==> src/rtl/conv_out_collector.sv <==
// Serializes encoder triples (d0, d1, d2) into a byte stream for the output FIFO.
// Optional trailing XOR checksum byte when COLLECT_CHECKSUM_EN is defined.
module conv_out_collector #(
  parameter int DEPTH = 4
) (
  input  logic       clk,
  input  logic       reset,
  input  logic       blk_start,
  input  logic [7:0] blk_meta,
  input  logic       enc_valid,
  input  logic [7:0] enc_d0,
  input  logic [7:0] enc_d1,
  input  logic [7:0] enc_d2,
  output logic       enc_ready,
  input  logic       out_full,
  output logic       out_wrreq,
  output logic [7:0] out_data,
  output logic       out_last,
  output logic       busy,
  output logic       blk_done,
  output logic [9:0] triple_count
);

  localparam int AW = (DEPTH > 1) ? $clog2(DEPTH) : 1;
  localparam logic [AW:0]   CNT_ONE   = (AW + 1)'(1);
  localparam logic [AW:0]   CNT_FULL  = (AW + 1)'(DEPTH);
  localparam logic [AW-1:0] PTR_ONE   = AW'(1);
  localparam logic [9:0]    SIZE_SMALL = 10'd132;
  localparam logic [9:0]    SIZE_LARGE = 10'd768;

  typedef enum logic [1:0] {S_IDLE, S_RUN, S_CKSUM, S_DONE} state_e;

  state_e          state_q;
  logic [9:0]      size_q;
  logic [9:0]      in_count_q;
  logic [9:0]      triple_count_q;
  logic [1:0]      phase_q;
  logic [AW-1:0]   wr_ptr_q;
  logic [AW-1:0]   rd_ptr_q;
  logic [AW:0]     cnt_q;
  logic            blk_done_q;
  logic [23:0]     mem_q [DEPTH];
`ifdef COLLECT_CHECKSUM_EN
  logic [7:0]      xor_q;
`endif

  logic        buf_full;
  logic        buf_empty;
  logic [23:0] head;
  logic [7:0]  head_byte;
  logic        last_data;
  logic        push;
  logic        pop;
  logic        unused_meta;

  assign unused_meta = ^blk_meta[7:1];
  assign buf_full    = (cnt_q == CNT_FULL);
  assign buf_empty   = (cnt_q == '0);
  assign head        = mem_q[rd_ptr_q];
  assign last_data   = (triple_count_q == size_q - 10'd1) && (phase_q == 2'd2);

  // NOTE: every always_comb output gets a default first so no latch is inferred.
  always_comb begin
    head_byte = head[23:16];
    unique case (phase_q)
      2'd0:    head_byte = head[7:0];
      2'd1:    head_byte = head[15:8];
      default: head_byte = head[23:16];
    endcase

    enc_ready = (state_q == S_RUN) && !buf_full && (in_count_q < size_q);
    out_wrreq = 1'b0;
    out_data  = 8'h00;
    out_last  = 1'b0;
    if (state_q == S_RUN && !buf_empty) begin
      out_data  = head_byte;
      out_wrreq = !out_full;
`ifndef COLLECT_CHECKSUM_EN
      out_last  = !out_full && last_data;
`endif
    end
`ifdef COLLECT_CHECKSUM_EN
    if (state_q == S_CKSUM) begin
      out_data  = xor_q;
      out_wrreq = !out_full;
      out_last  = !out_full;
    end
`endif
  end

  assign push = enc_valid && enc_ready;
  assign pop  = out_wrreq && (state_q == S_RUN) && (phase_q == 2'd2);

  // NOTE: the triple storage is deliberately not reset; the pointers and
  // occupancy count define which entries are valid.
  always_ff @(posedge clk) begin
    if (push) mem_q[wr_ptr_q] <= {enc_d2, enc_d1, enc_d0};
  end

  always_ff @(posedge clk) begin
    if (reset) begin
      state_q        <= S_IDLE;
      size_q         <= SIZE_SMALL;
      in_count_q     <= '0;
      triple_count_q <= '0;
      phase_q        <= '0;
      wr_ptr_q       <= '0;
      rd_ptr_q       <= '0;
      cnt_q          <= '0;
      blk_done_q     <= 1'b0;
`ifdef COLLECT_CHECKSUM_EN
      xor_q          <= '0;
`endif
    end else begin
      blk_done_q <= 1'b0;
      unique case (state_q)
        S_IDLE: begin
          if (blk_start) begin
            size_q         <= blk_meta[0] ? SIZE_LARGE : SIZE_SMALL;
            in_count_q     <= '0;
            triple_count_q <= '0;
            phase_q        <= '0;
            wr_ptr_q       <= '0;
            rd_ptr_q       <= '0;
            cnt_q          <= '0;
`ifdef COLLECT_CHECKSUM_EN
            xor_q          <= '0;
`endif
            state_q        <= S_RUN;
          end
        end

        S_RUN: begin
          if (push) begin
            wr_ptr_q <= wr_ptr_q + PTR_ONE;
            if (in_count_q < size_q) in_count_q <= in_count_q + 10'd1;
          end
          if (out_wrreq) begin
`ifdef COLLECT_CHECKSUM_EN
            xor_q <= xor_q ^ out_data;
`endif
            if (phase_q == 2'd2) begin
              phase_q  <= 2'd0;
              rd_ptr_q <= rd_ptr_q + PTR_ONE;
              if (triple_count_q < size_q) triple_count_q <= triple_count_q + 10'd1;
              if (last_data) begin
`ifdef COLLECT_CHECKSUM_EN
                state_q    <= S_CKSUM;
`else
                state_q    <= S_DONE;
                blk_done_q <= 1'b1;
`endif
              end
            end else begin
              phase_q <= phase_q + 2'd1;
            end
          end
          // A full buffer blocks push, so push and pop never collide at the limits.
          unique case ({push, pop})
            2'b10:   cnt_q <= cnt_q + CNT_ONE;
            2'b01:   cnt_q <= cnt_q - CNT_ONE;
            default: cnt_q <= cnt_q;
          endcase
        end

`ifdef COLLECT_CHECKSUM_EN
        S_CKSUM: begin
          if (!out_full) begin
            state_q    <= S_DONE;
            blk_done_q <= 1'b1;
          end
        end
`endif

        S_DONE:  state_q <= S_IDLE;
        default: state_q <= S_IDLE;
      endcase
    end
  end

  assign busy         = (state_q != S_IDLE);
  assign blk_done     = blk_done_q;
  assign triple_count = triple_count_q;

endmodule

==> config.mk <==
export PLATFORM = sky130hd
export DESIGN_NAME = conv_out_collector
export DESIGN_NICKNAME = d
export VERILOG_FILES = /design/src/rtl/conv_out_collector.sv
export SDC_FILE = /design/constraint.sdc
export NUM_CORES = 1
export LEC_CHECK = 0
export CELL_PAD_IN_SITES_DETAIL_PLACEMENT = 1
export CELL_PAD_IN_SITES_GLOBAL_PLACEMENT = 2
export CORE_ASPECT_RATIO = 0.75
export CORE_MARGIN = 1
export CORE_UTILIZATION = 43
export DETAILED_ROUTE_END_ITERATION = 16
export PLACE_DENSITY = 0.85
export SYNTH_ARGS = -nofsm -noshare
export SYNTH_HDL_FRONTEND = slang
export SYNTH_SLANG_ARGS = --single-unit
==> constraint.sdc <==
create_clock -name clk -period 6.6 [get_ports clk]
set_clock_uncertainty 0.15 [all_clocks]
set_input_delay 1.32 -clock clk [delete_from_list [all_inputs] [get_ports clk]]
set_output_delay 1.32 -clock clk [all_outputs]
set_load 0.1 [all_outputs]
# Word-level counts from Yosys, hierarchy flattened
# Memory sizes are Yosys's and may differ from the RTL's. A register that Yosys moved wholly into a read port is not among the register bits.
# Cells that the tools add are included.
# Widths: inputs -> output; s select.
# totals
n_memories,1
ramBits,96
output_inout_bits,23
elab_cells,98
regBits,42
# op_classes
reduce_logical,25
n_eq_ne,15
bitwise,3
n_lt_le_gt_ge,2
muxes,35
n_addsub,8
# mem_list
name,words,word_bits,rd,rd_clocked_by_memory_dff,wr,line,text
mem_q,4,24,1,1,1,42,logic [23:0] mem_q [DEPTH];
# op_table
op,count
$mux 10,7
$pmux 10 s2,2
$mux 2,12
$add 10x1->10 const B,2
$lt 10x10->1,2
$pmux 2 s2,4
$pmux 8 s2,1
$pmux 3 s2,2
$reduce_and 4->1,3
$eq 10x10->1,1
$sub 10x1->10 const B,1
$reduce_and 3->1,3
$logic_and 1x1->1,8
$mux 8,1
$ne 2x2->1 const B,4
$add 2x1->2 const B,3
$eq 2x1->1 const B,3
$ne 2x1->1 const B,3
$mux 1,5
$reduce_and 5->1,1
$eq 2x2->1 const B,2
$logic_not 2->1,2
$reduce_bool 2->1,2
$reduce_or 4->1,1
other kinds (9),13

# Longest topological paths before layout
# depth
depth_word,9
ltp_mapped,10
depth_no_buf,10

# Worst setup path before layout
# OpenSTA, ideal clock, no wires.
# synth_timing
path_kind,input-to-output
start,in out_full
end,out out_wrreq
required_ns,5.130
path_stages,2
n_path_buf,0
path_slack_ns,2.041
t_arrival_ns,3.089
path_cell_list,or3b_2 nor2_1
# synth_between
elab_chain_len,2
# synth_lines
item,line,text
from (decl),15,"input logic out_full,"
$logic_not 1->1,77,out_wrreq = !out_full;
$mux 1,75,if (state_q == S_RUN && !buf_empty) begin
to (decl),16,"output logic out_wrreq,"
# Every way passes these cells.

# Worst setup path after layout
# layout_timing
start,in out_full
end,out out_last
# layout_between
elab_chain_len,3
# layout_lines
item,line,text
$logic_not 1->1,79,out_last = !out_full && last_data;
$logic_and 1x1->1,79,
$mux 1,75,
to (decl),18,"output logic out_last,"
# Every way passes these cells.

==> run_results.csv <==
group,metric,value,unit
outcome,status,"complete, no violations",
grt,grt_max_degree,25,
worst_hold_path,min_path_cells,2,
place,io_buffers,52,
logic_synthesis,synth-seq-area-share,62.98,%
sta,rsz0062_at_grt,"false",
logic_synthesis,synth_top_area_share,50.38,%
worst_setup_path,start_kind,"input port",
sta,fmax,192.7,MHz
pwr,ir_drop,0.1980,mV
worst_setup_path,r2r_start,"state_q[0]$_SDFFE_PP0P_",
clock_tree,cts_tree,"built",
logic_synthesis,synth_ff_type,"edfxtp_1",
worst_hold_path,hold_start,"in_count_q[9]$_SDFFE_PP0P_",
logic_synthesis,syn_area_per_cell,13.85,sq um
place,dp_hpwl,8.789,mm
drt,via_count,3699,
sta,setup_tns,0,ns
drt,drt_iter0_drc,379,
logic_synthesis,synth_edf_count,96,
floorplan,fp.dieW,135.2,um
logic_synthesis,synthTopCellsByArea,"edfxtp_1 50%, dfxtp_1 13%, mux4_2 9.4%",
layout,drive_gt1_share,14.35,%
worst_setup_path,endpoint_kind,"output pin",
sta,fin_crit_sh,78.64,%
clock_tree,post-cts-setup-buffers,0,
drt,ant_nets,0,
logic_synthesis,yosysTopAreaCell,"edfxtp_1",
clock_tree,cts.sinks,132,
clock_tree,h-tree-depth,4,
logic_synthesis,synth_commonest_cells,"96 x edfxtp_1, 36 x dfxtp_1, 35 x nor2_1, 34 x a21oi_1, 24 x mux4_2",
grt,overflow,0,
worst_setup_path,reg2reg_to,"cnt_q[2]$_SDFFE_PP0P_",
clock_tree,clk_pin_slew,0.06,ns
pwr,power_density,287.1,nW/um^2
grt,grt_pass1_vias,3788,
pwr,leakage,2.311,nW
logic_synthesis,synth_area,5722,sq um
worst_hold_path,hold_path_end,"in_count_q[9]$_SDFFE_PP0P_",
place,gp_congestion,0.7318,
layout,register_area,3603,sq um
sta,hold_violations,0,
worst_setup_path,worstRegToRegCells,8,
layout,fin_area,7020,sq um
layout,num-fill-cells,1296,
layout,syn_to_final_growth,22.70,%
flow_run,maxCapViolCount,0,
floorplan,die_area,13780,sq um
logic_synthesis,synthesis.nets,465,
grt,grtUsageTotal,21.03,%
drt,routed_wl,13.60,mm
clock_tree,cts.repair.resized,0,
sta,drv_slew,0,
sta,worst_pin_slew,0.9754,ns
worst_setup_path,arrival,3.72,ns
sta,fin_ws,1.410,ns
floorplan,coreArea,12970,sq um
clock_tree,root_buffer,"clkbuf_16",
logic_synthesis,async_reset_ff_share,0,%
logic_synthesis,yosys_warnings,0,
drt,remaining_drc_errors,0,
logic_synthesis,ys_ff_latch,132,
layout,fin_cells,652,
clock_tree,clk-insertion-delay-late,0.41,ns
layout,n_antenna_cell,0,
sta,setup_violations,0,
floorplan,ios,60,
place,post-place-cells,620,
clock_tree,cts_hold_buf,0,
layout,multiInputGateArea,1963,sq um
worst_setup_path,cp_max_fo,6,
floorplan,die_h,101.9,um
drt,viasPerCell,5.673,
place,dp_slack,1.419,ns
place,placed_area,6387,sq um
layout,final_util,54.12,%
floorplan,initial_core_util,44.11,%
grt,grt_first_pass_wirelength,21.10,mm
logic_synthesis,syn_inst,413,
clock_tree,cts_made_buffers,17,
worst_setup_path,crit_type,"input port to output pin",
logic_synthesis,ys_types,58,
layout,final_nets,520,
drt,dr.pass1.iters,8,
grt,antenna_found_initial,0,
worst_setup_path,r2r_slack,3.60,ns
logic_synthesis,synth.most_common_cell,"edfxtp_1",
worst_hold_path,hold_class,"register to register",
worst_setup_path,crit_required,5.13,ns
sta,min_period,5.190,ns
drt,wl_per_cell,20.86,um
floorplan,rows,36,
clock_tree,clk_path_buf_depth,2,
sta,relSlewSlack,34.77,%
-- power breakdown --
part / switching (mW) / internal [mW]
clock: 0.367 / 0.638
combinational: 0.0650 / 0.0381
sequential: 0.00694 / 0.901
total: 0.439 / 1.58
-- worst max path at each step --
stage	from	to
CTS	out_full	out_last
detailed placement	out_full	out_last
global placement	out_full	out_last
floorplan	out_full	out_wrreq
finish	out_full	out_last
global route	register	out_data[6]
-- registers in the layout, summed over array words and instances, names as in the netlist, named ones only --
name	flops
blk_done	1
cnt_q	3
state_q	2
mem_q	96
wr_ptr_q	2
triple_count	10
in_count_q	10
size_q	2
rd_ptr_q	2
phase_q	2
-- critical path, cell delays in order --
cell             delay (ns)
clkdlybuf4s50_1        0.45
nor3b_2                0.19
and3_1                 0.36
and3_1                 0.25
clkdlybuf4s50_1        1.14
-- through the flow --
stage | hold slack, ns | total power, mW
finish | 0.3415 | 2.016
detailed placement | 0.3261 | 1.027
floorplan | 0.2940 | 0.9835
CTS | 0.3357 | 2.029
global route | 0.3472 | 2.069
global placement | 0.3048 | 1.021
-- cell type report --
class / instances / area share, %
clock inverter: 14 / 2.905
timing repair buffer: 58 / 8.056
tap: 171 / 3.048
multi-input combinational: 248 / 27.96
sequential: 132 / 51.33
inverter: 11 / 0.5881
clock buffer: 18 / 6.113
-- per-layer routing --
layer / vias up / part of all wire, % / GRT usage [%]
met3: 12 / 3.8 / 4.415
met5: - / 0 / 0
met4: 0 / 0.96 / 6.655
li1: 1713 / - / -
met1: 1904 / 47 / 28.87
met2: 70 / 49 / 33.69
-- cells by family (layout without fill, tap and decap cells) --
family | Yosys count | count (layout) | share of synthesized area, %
DFF | 132 | 132 | 62.98
and+or+nand+nor | 127 | 127 | 11.87
AOI/OAI and AO/OA | 70 | 70 | 7.523
muxes | 34 | 34 | 11.20
buffers and inverters | 33 | 101 | 2.711
adders and majority gates | 15 | 15 | 3.411
xor gates and xnor gates | 2 | 2 | 0.3062
-- layout by cell type, fill, tap and decap left out, drive strengths merged, types with 4 or more instances in the layout --
| master | instances |
|---|---|
| inv | 13 |
| o31ai | 6 |
| or3 | 10 |
| ha | 14 |
| buf | 6 |
| and3 | 9 |
| a21oi | 36 |
| or4 | 7 |
| nand3 | 9 |
| clkbuf | 18 |
| mux4 | 24 |
| clkinv | 6 |
| mux2i | 10 |
| edfxtp | 96 |
| nor4 | 5 |
| nand2 | 16 |
| nor2 | 36 |
| bufinv | 4 |
| dfxtp | 36 |
| clkdlybuf4s50 | 52 |
| o21ai | 11 |
| nand4 | 5 |
| nor3 | 9 |
Power figures use the tool's default switching activity.
